[config.mk]
export PLATFORM = sky130hd
export DESIGN_NAME = adder_result_accumulator
export DESIGN_NICKNAME = d
export VERILOG_FILES = /design/src/rtl/adder_acc_pkg.sv /design/src/rtl/adder_acc_add.sv /design/src/rtl/adder_result_accumulator.sv
export SDC_FILE = /design/constraint.sdc
export NUM_CORES = 1
export LEC_CHECK = 0
export CAP_MARGIN = 30
export CORE_MARGIN = 3
export CORE_UTILIZATION = 38
export CTS_BUF_LIST = sky130_fd_sc_hd__clkbuf_8
export CTS_CLUSTER_SIZE = 10
export DETAILED_ROUTE_END_ITERATION = 7
export GPL_TIMING_DRIVEN = 0
export PLACE_DENSITY = 0.57
export SYNTH_ARGS = -nofsm -noshare
export SYNTH_HDL_FRONTEND = slang
export SYNTH_SLANG_ARGS = --single-unit
[constraint.sdc]
create_clock -name clk -period 7.6 [get_ports clk]
set_clock_uncertainty 0.1 [all_clocks]
set_input_delay 1.52 -clock clk [delete_from_list [all_inputs] [get_ports clk]]
set_output_delay 1.52 -clock clk [all_outputs]
set_load 0.01 [all_outputs]
[src/rtl/adder_acc_pkg.sv]
// Shared types and defaults for the adder result accumulator.
package adder_acc_pkg;

  typedef enum logic [0:0] {
    StAccum,
    StHold
  } acc_state_e;

  localparam int unsigned DefAccWidth = 32;
  localparam int unsigned DefCount    = 8;

  // Width needed to hold a count in the range 0..count.
  function automatic int unsigned cnt_width(input int unsigned count);
    return $clog2(count + 1);
  endfunction

endpackage

[src/rtl/adder_acc_add.sv]
// Combinational accumulator adder with carry-out.
// ADDER_ACC_SAT_EN selects clamping to all ones on carry instead of wrapping.
module adder_acc_add #(
  parameter int unsigned ACC_WIDTH = 32
) (
  input  logic [ACC_WIDTH-1:0] a_i,
  input  logic [ACC_WIDTH-1:0] b_i,
  output logic [ACC_WIDTH-1:0] sum_o,
  output logic                 carry_o
);

  logic [ACC_WIDTH:0] full_sum;

  assign full_sum = {1'b0, a_i} + {1'b0, b_i};
  assign carry_o  = full_sum[ACC_WIDTH];

`ifdef ADDER_ACC_SAT_EN
  // Once clamped, further adds either carry again or add zero, so it stays clamped.
  assign sum_o = carry_o ? {ACC_WIDTH{1'b1}} : full_sum[ACC_WIDTH-1:0];
`else
  assign sum_o = full_sum[ACC_WIDTH-1:0];
`endif

endmodule

[src/rtl/adder_result_accumulator.sv]
// Accumulates frames of {cout, sum} adder results and emits each frame total on a
// valid/ready port. Saturating accumulation is selected with ADDER_ACC_SAT_EN.
module adder_result_accumulator
  import adder_acc_pkg::*;
#(
  parameter int unsigned WIDTH     = 16,
  parameter int unsigned ACC_WIDTH = DefAccWidth,
  parameter int unsigned COUNT     = DefCount
) (
  input  logic                          clk,
  input  logic                          rst,
  input  logic                          in_valid,
  output logic                          in_ready,
  input  logic [WIDTH-1:0]              in_sum,
  input  logic                          in_cout,
  input  logic                          flush,
  output logic                          out_valid,
  input  logic                          out_ready,
  output logic [ACC_WIDTH-1:0]          out_acc,
  output logic [cnt_width(COUNT)-1:0]   out_count,
  output logic                          out_ovf
);

  localparam int unsigned CntW = cnt_width(COUNT);

  acc_state_e            state_q, state_d;
  logic [ACC_WIDTH-1:0]  acc_q, acc_d;
  logic [CntW-1:0]       cnt_q, cnt_d;
  logic                  ovf_q, ovf_d;
  logic [ACC_WIDTH-1:0]  out_acc_q, out_acc_d;
  logic [CntW-1:0]       out_count_q, out_count_d;
  logic                  out_ovf_q, out_ovf_d;

  logic [ACC_WIDTH-1:0]  value;
  logic [ACC_WIDTH-1:0]  add_sum;
  logic                  add_carry;
  logic                  accept;
  logic [ACC_WIDTH-1:0]  acc_upd;
  logic [CntW-1:0]       cnt_upd;
  logic                  ovf_upd;
  logic                  close;

  always_comb begin
    value            = '0;
    value[WIDTH:0]   = {in_cout, in_sum};
  end

  adder_acc_add #(
    .ACC_WIDTH (ACC_WIDTH)
  ) u_add (
    .a_i     (acc_q),
    .b_i     (value),
    .sum_o   (add_sum),
    .carry_o (add_carry)
  );

  // Handshake signals come straight from state, so out_ready never reaches in_ready.
  assign in_ready  = (state_q == StAccum);
  assign out_valid = (state_q == StHold);
  assign accept    = in_valid && in_ready;

  always_comb begin
    acc_upd = accept ? add_sum : acc_q;
    cnt_upd = accept ? cnt_q + CntW'(1) : cnt_q;
    ovf_upd = ovf_q | (accept & add_carry);
    close   = (state_q == StAccum) &&
              ((accept && (cnt_q == CntW'(COUNT - 1))) ||
               (flush && ((cnt_q != '0) || accept)));
  end

  always_comb begin
    state_d     = state_q;
    acc_d       = acc_q;
    cnt_d       = cnt_q;
    ovf_d       = ovf_q;
    out_acc_d   = out_acc_q;
    out_count_d = out_count_q;
    out_ovf_d   = out_ovf_q;
    unique case (state_q)
      StAccum: begin
        if (close) begin
          out_acc_d   = acc_upd;
          out_count_d = cnt_upd;
          out_ovf_d   = ovf_upd;
          acc_d       = '0;
          cnt_d       = '0;
          ovf_d       = 1'b0;
          state_d     = StHold;
        end else begin
          acc_d = acc_upd;
          cnt_d = cnt_upd;
          ovf_d = ovf_upd;
        end
      end
      StHold: begin
        if (out_ready) state_d = StAccum;
      end
    endcase
  end

  always_ff @(posedge clk) begin
    if (rst) begin
      state_q     <= StAccum;
      acc_q       <= '0;
      cnt_q       <= '0;
      ovf_q       <= 1'b0;
      out_acc_q   <= '0;
      out_count_q <= '0;
      out_ovf_q   <= 1'b0;
    end else begin
      state_q     <= state_d;
      acc_q       <= acc_d;
      cnt_q       <= cnt_d;
      ovf_q       <= ovf_d;
      out_acc_q   <= out_acc_d;
      out_count_q <= out_count_d;
      out_ovf_q   <= out_ovf_d;
    end
  end

  assign out_acc   = out_acc_q;
  assign out_count = out_count_q;
  assign out_ovf   = out_ovf_q;

endmodule

==> impl_metrics.csv <==
group,metric,value,unit
cts,ctsHoldBuffers,0,
timing,finalSetupTns,0,ns
setup_path,crit_path_max_fanout,7,
setup_path,worst-path-buf-inv,1,
cells_and_area,syn_to_final_growth,21.4,%
placed_design,dpl_cell_area,0.00525,mm²
floorplan,die_x,115,µm
floorplan,initial_core_util,0.390,
timing,rsz0062_at_grt,"no",
run,maxCapViolCount,0,
cells_and_area,final_cell_mix,"dfxtp_1 (75), a21oi_1 (62), clkdlybuf4s50_1 (59), nor2_1 (53), nand2_1 (49)",
status,run_status,"finished, final reports clean",
setup_path,crit_slowest_cell,"fa_1",
timing,setup_violations,0,
timing,final_hold_viol_count,0,
timing,fin_crit_sh,0.552,
synthesis,synth_edf_count,0,
placed_design,place_congestion,0.901,
cts,cts_max_level,3,
cells_and_area,diodes,0,
drt,viasPerCell,5.85,
worst_hold_path,min_from,"out_acc[2]",
grt,gr-total-overflow,0,
drt,postRouteAntennaNets,0,
cts,postCtsSetupRepairBufs,0,
power_and_ir_drop,p_sw,0.366,mW
timing,drv_slew,0,
setup_path,crit_family,"compound AO/OA/AOI/OAI gates",
grt,antenna_found_initial,0,
power_and_ir_drop,ir_worst_vdd,0.110,mV
synthesis,netlist-cell-type-count,59,
floorplan,rows,39,
power_and_ir_drop,power_frac_seq,0.418,
synthesis,yosys-top-cells-area,"dfxtp_1 (34%), a21oi_1 (6.9%), ha_1 (5.3%)",
drt,wl,14800,µm
setup_path,crit_chain,"clkdlybuf4s50_1 > ha_1 > fa_1 > a211o_1 > a211oi_1 > o31a_1 > nand2_1 > and3_1 > a31oi_1 > a21oi_1",
floorplan,dieArea,0.0131,mm²
synthesis,synthCells,564,
synthesis,syn_area_per_cell,7.94,µm²
power_and_ir_drop,p_sw_frac,0.348,
grt,grt_pass1_wl,23100,µm
setup_path,r2r_start,"acc_q[0]",
setup_path,rr_endpoint,"out_ovf",
cts,post_cts_resize_count,0,
cells_and_area,nFillCells,1166,
power_and_ir_drop,powerDensity,194,mW/mm²
cts,cts_buffer_depth,2,
power_and_ir_drop,p_int,0.687,mW
setup_path,crit_path_end_kind,"flop",
timing,clock.fmax,238,MHz
synthesis,synth_nets,606,
timing,relSlewSlack,0.333,
synthesis,async_flop_share,0,
synthesis,synth-seq-cells,75,
cells_and_area,finalInstanceArea,0.00543,mm²
cts,cts-root-buf,"clkbuf_8",
synthesis,ys_warn_count,0,
floorplan,design.portCount,61,
grt,grt_use_total,0.227,
setup_path,crit_type,"input port to flop",
setup_path,rr_worst_depth,9,
setup_path,start_kind,"input port",
cts,cts_tree,"done",
worst_hold_path,min_path_type,"flop to flop",
cells_and_area,finalCoreUtilization,0.474,
timing,min_period,4.20,ns
placed_design,port_buffers,59,
cts,numCtsBuffers,9,
cells_and_area,final_common_cell,"dfxtp_1",
grt,grt_pass1_vias,4262,
synthesis,synth_top_cell_by_area,"dfxtp_1",
synthesis,ys_seq_area_frac,0.335,
placed_design,place_hpwl,10800,µm
floorplan,design.core.area,0.0115,mm²
drt,drt_iter0_markers,463,
setup_path,critPathRequiredTime,7.74,ns
drt,wl_per_cell,19.0,µm
cts,numClockSinks,75,
drt,drc_errors,0,
power_and_ir_drop,comb_power_share,0.300,
drt,dr.pass1.iters,6,
power_and_ir_drop,pwr-share-clk,0.281,
timing,holdWs,0.371,ns
setup_path,reg2reg_slack,4.66,ns
synthesis,ys.flop_type,"dfxtp_1",
grt,grt_max_degree,14,
setup_path,crit_arrival,4.34,ns
cts,clk_pin_slew,0.08,ns
cells_and_area,fin_nets,676,
synthesis,synth_top_area_share,0.335,
setup_path,critPathMaxStageDelay,0.43,ns
drt,vias,4577,
synthesis,synth_area,0.00448,mm²
power_and_ir_drop,p_leak,1.97,nW
cells_and_area,drive_above_1_share,0.0704,
timing,tightest_slew,0.988,ns
worst_hold_path,whs_endpoint,"out_acc[2]",
floorplan,die_h,115,µm
cts,clock_latency,0.36,ns
power_and_ir_drop,power,1.05,mW
worst_hold_path,min_path_cells,2,
[Yosys cell counts (all sizes together) (2+ instances only)]
cell,instances
dfxtp,75
a22oi,9
nor3b,2
o41ai,2
nand3b,6
nor2b,5
and3,11
a21o,4
nor4,2
nor2,53
and4,2
ha,19
nor3,17
xor2,16
nand3,21
nand2b,4
nand4,12
inv,9
nand2,49
and2,3
mux2i,5
xnor2,13
a311oi,3
a211oi,11
o21ai,40
a211o,5
a311o,2
buf,11
clkbuf,28
o221ai,3
o211ai,8
or2,4
a21oi,62
o21a,5
or4,3
o31ai,3
o22ai,4
or3,8
a31oi,15
[routing by layer]
metal,GRT usage,wire [µm]
met1,0.319,6980
met2,0.347,6530
met3,0.0481,1090
met4,0.0736,233
met5,0,0
[worst max-delay path by stage]
stage	startpoint	to	cells past startpoint
floorplan	in_sum[0]	out_ovf	9
global placement	in_sum[0]	out_ovf	10
detailed placement	in_sum[0]	out_ovf	10
CTS	in_sum[0]	out_ovf	10
global route	in_sum[0]	out_ovf	10
finish	in_sum[0]	out_ovf	10
[stage by stage]
step | instances | setup WS [ns]
2_1_floorplan | 564 | 3.91
3_3_place_gp | 766 | 3.07
3_5_place_dp | 766 | 3.05
4_1_cts | 782 | 3.43
5_1_grt | 782 | 3.22
6_report | 782 | 3.40
[sequential cells by signal (all words and copies together), names as in the netlist]
register and cells:
acc_q 32, cnt_q 4, out_acc 32, out_count 4, out_ovf 1, out_valid 1, ovf_q 1
[power by group through the flow]
stage                     Clock [mW]  Combinational, mW  Sequential [mW]
final                          0.296              0.316            0.441
after global routing           0.320              0.347            0.444
after CTS                      0.304              0.313            0.440
after detailed placement           0              0.311            0.449
after global placement             0              0.306            0.448
after floorplan                    0              0.197            0.451
[cell type report]
type | instances | area [µm²] | share of cell area
Tap cell | 143 | 179 | 0.0329
Multi-Input combinational cell | 441 | 2720 | 0.500
Timing Repair Buffer | 59 | 591 | 0.109
Buffer | 39 | 226 | 0.0417
Clock inverter | 5 | 36.3 | 0.00668
Inverter | 9 | 33.8 | 0.00622
Clock buffer | 11 | 151 | 0.0279
Sequential cell | 75 | 1500 | 0.276
[worst reg2reg max path: cells and delay by family (launching register included)]
kind                       cells  cell delay, ns
and+or+nand+nor                2            0.47
AOI/OAI and AO/OA              5            1.27
adders and majority gates      2            0.64
DFF                            1            0.33
[logic make-up after synthesis]
kind of cell / after synthesis / synth area share
adders and majority gates: 20 / 0.0576
and+or+nand+nor: 203 / 0.223
xor gates and xnor gates: 29 / 0.0567
muxes: 5 / 0.0112
DFF: 75 / 0.335
buffers and inverters: 48 / 0.0581
AOI/OAI and AO/OA: 184 / 0.258
Note: power is estimated with default switching activity, not from simulation.
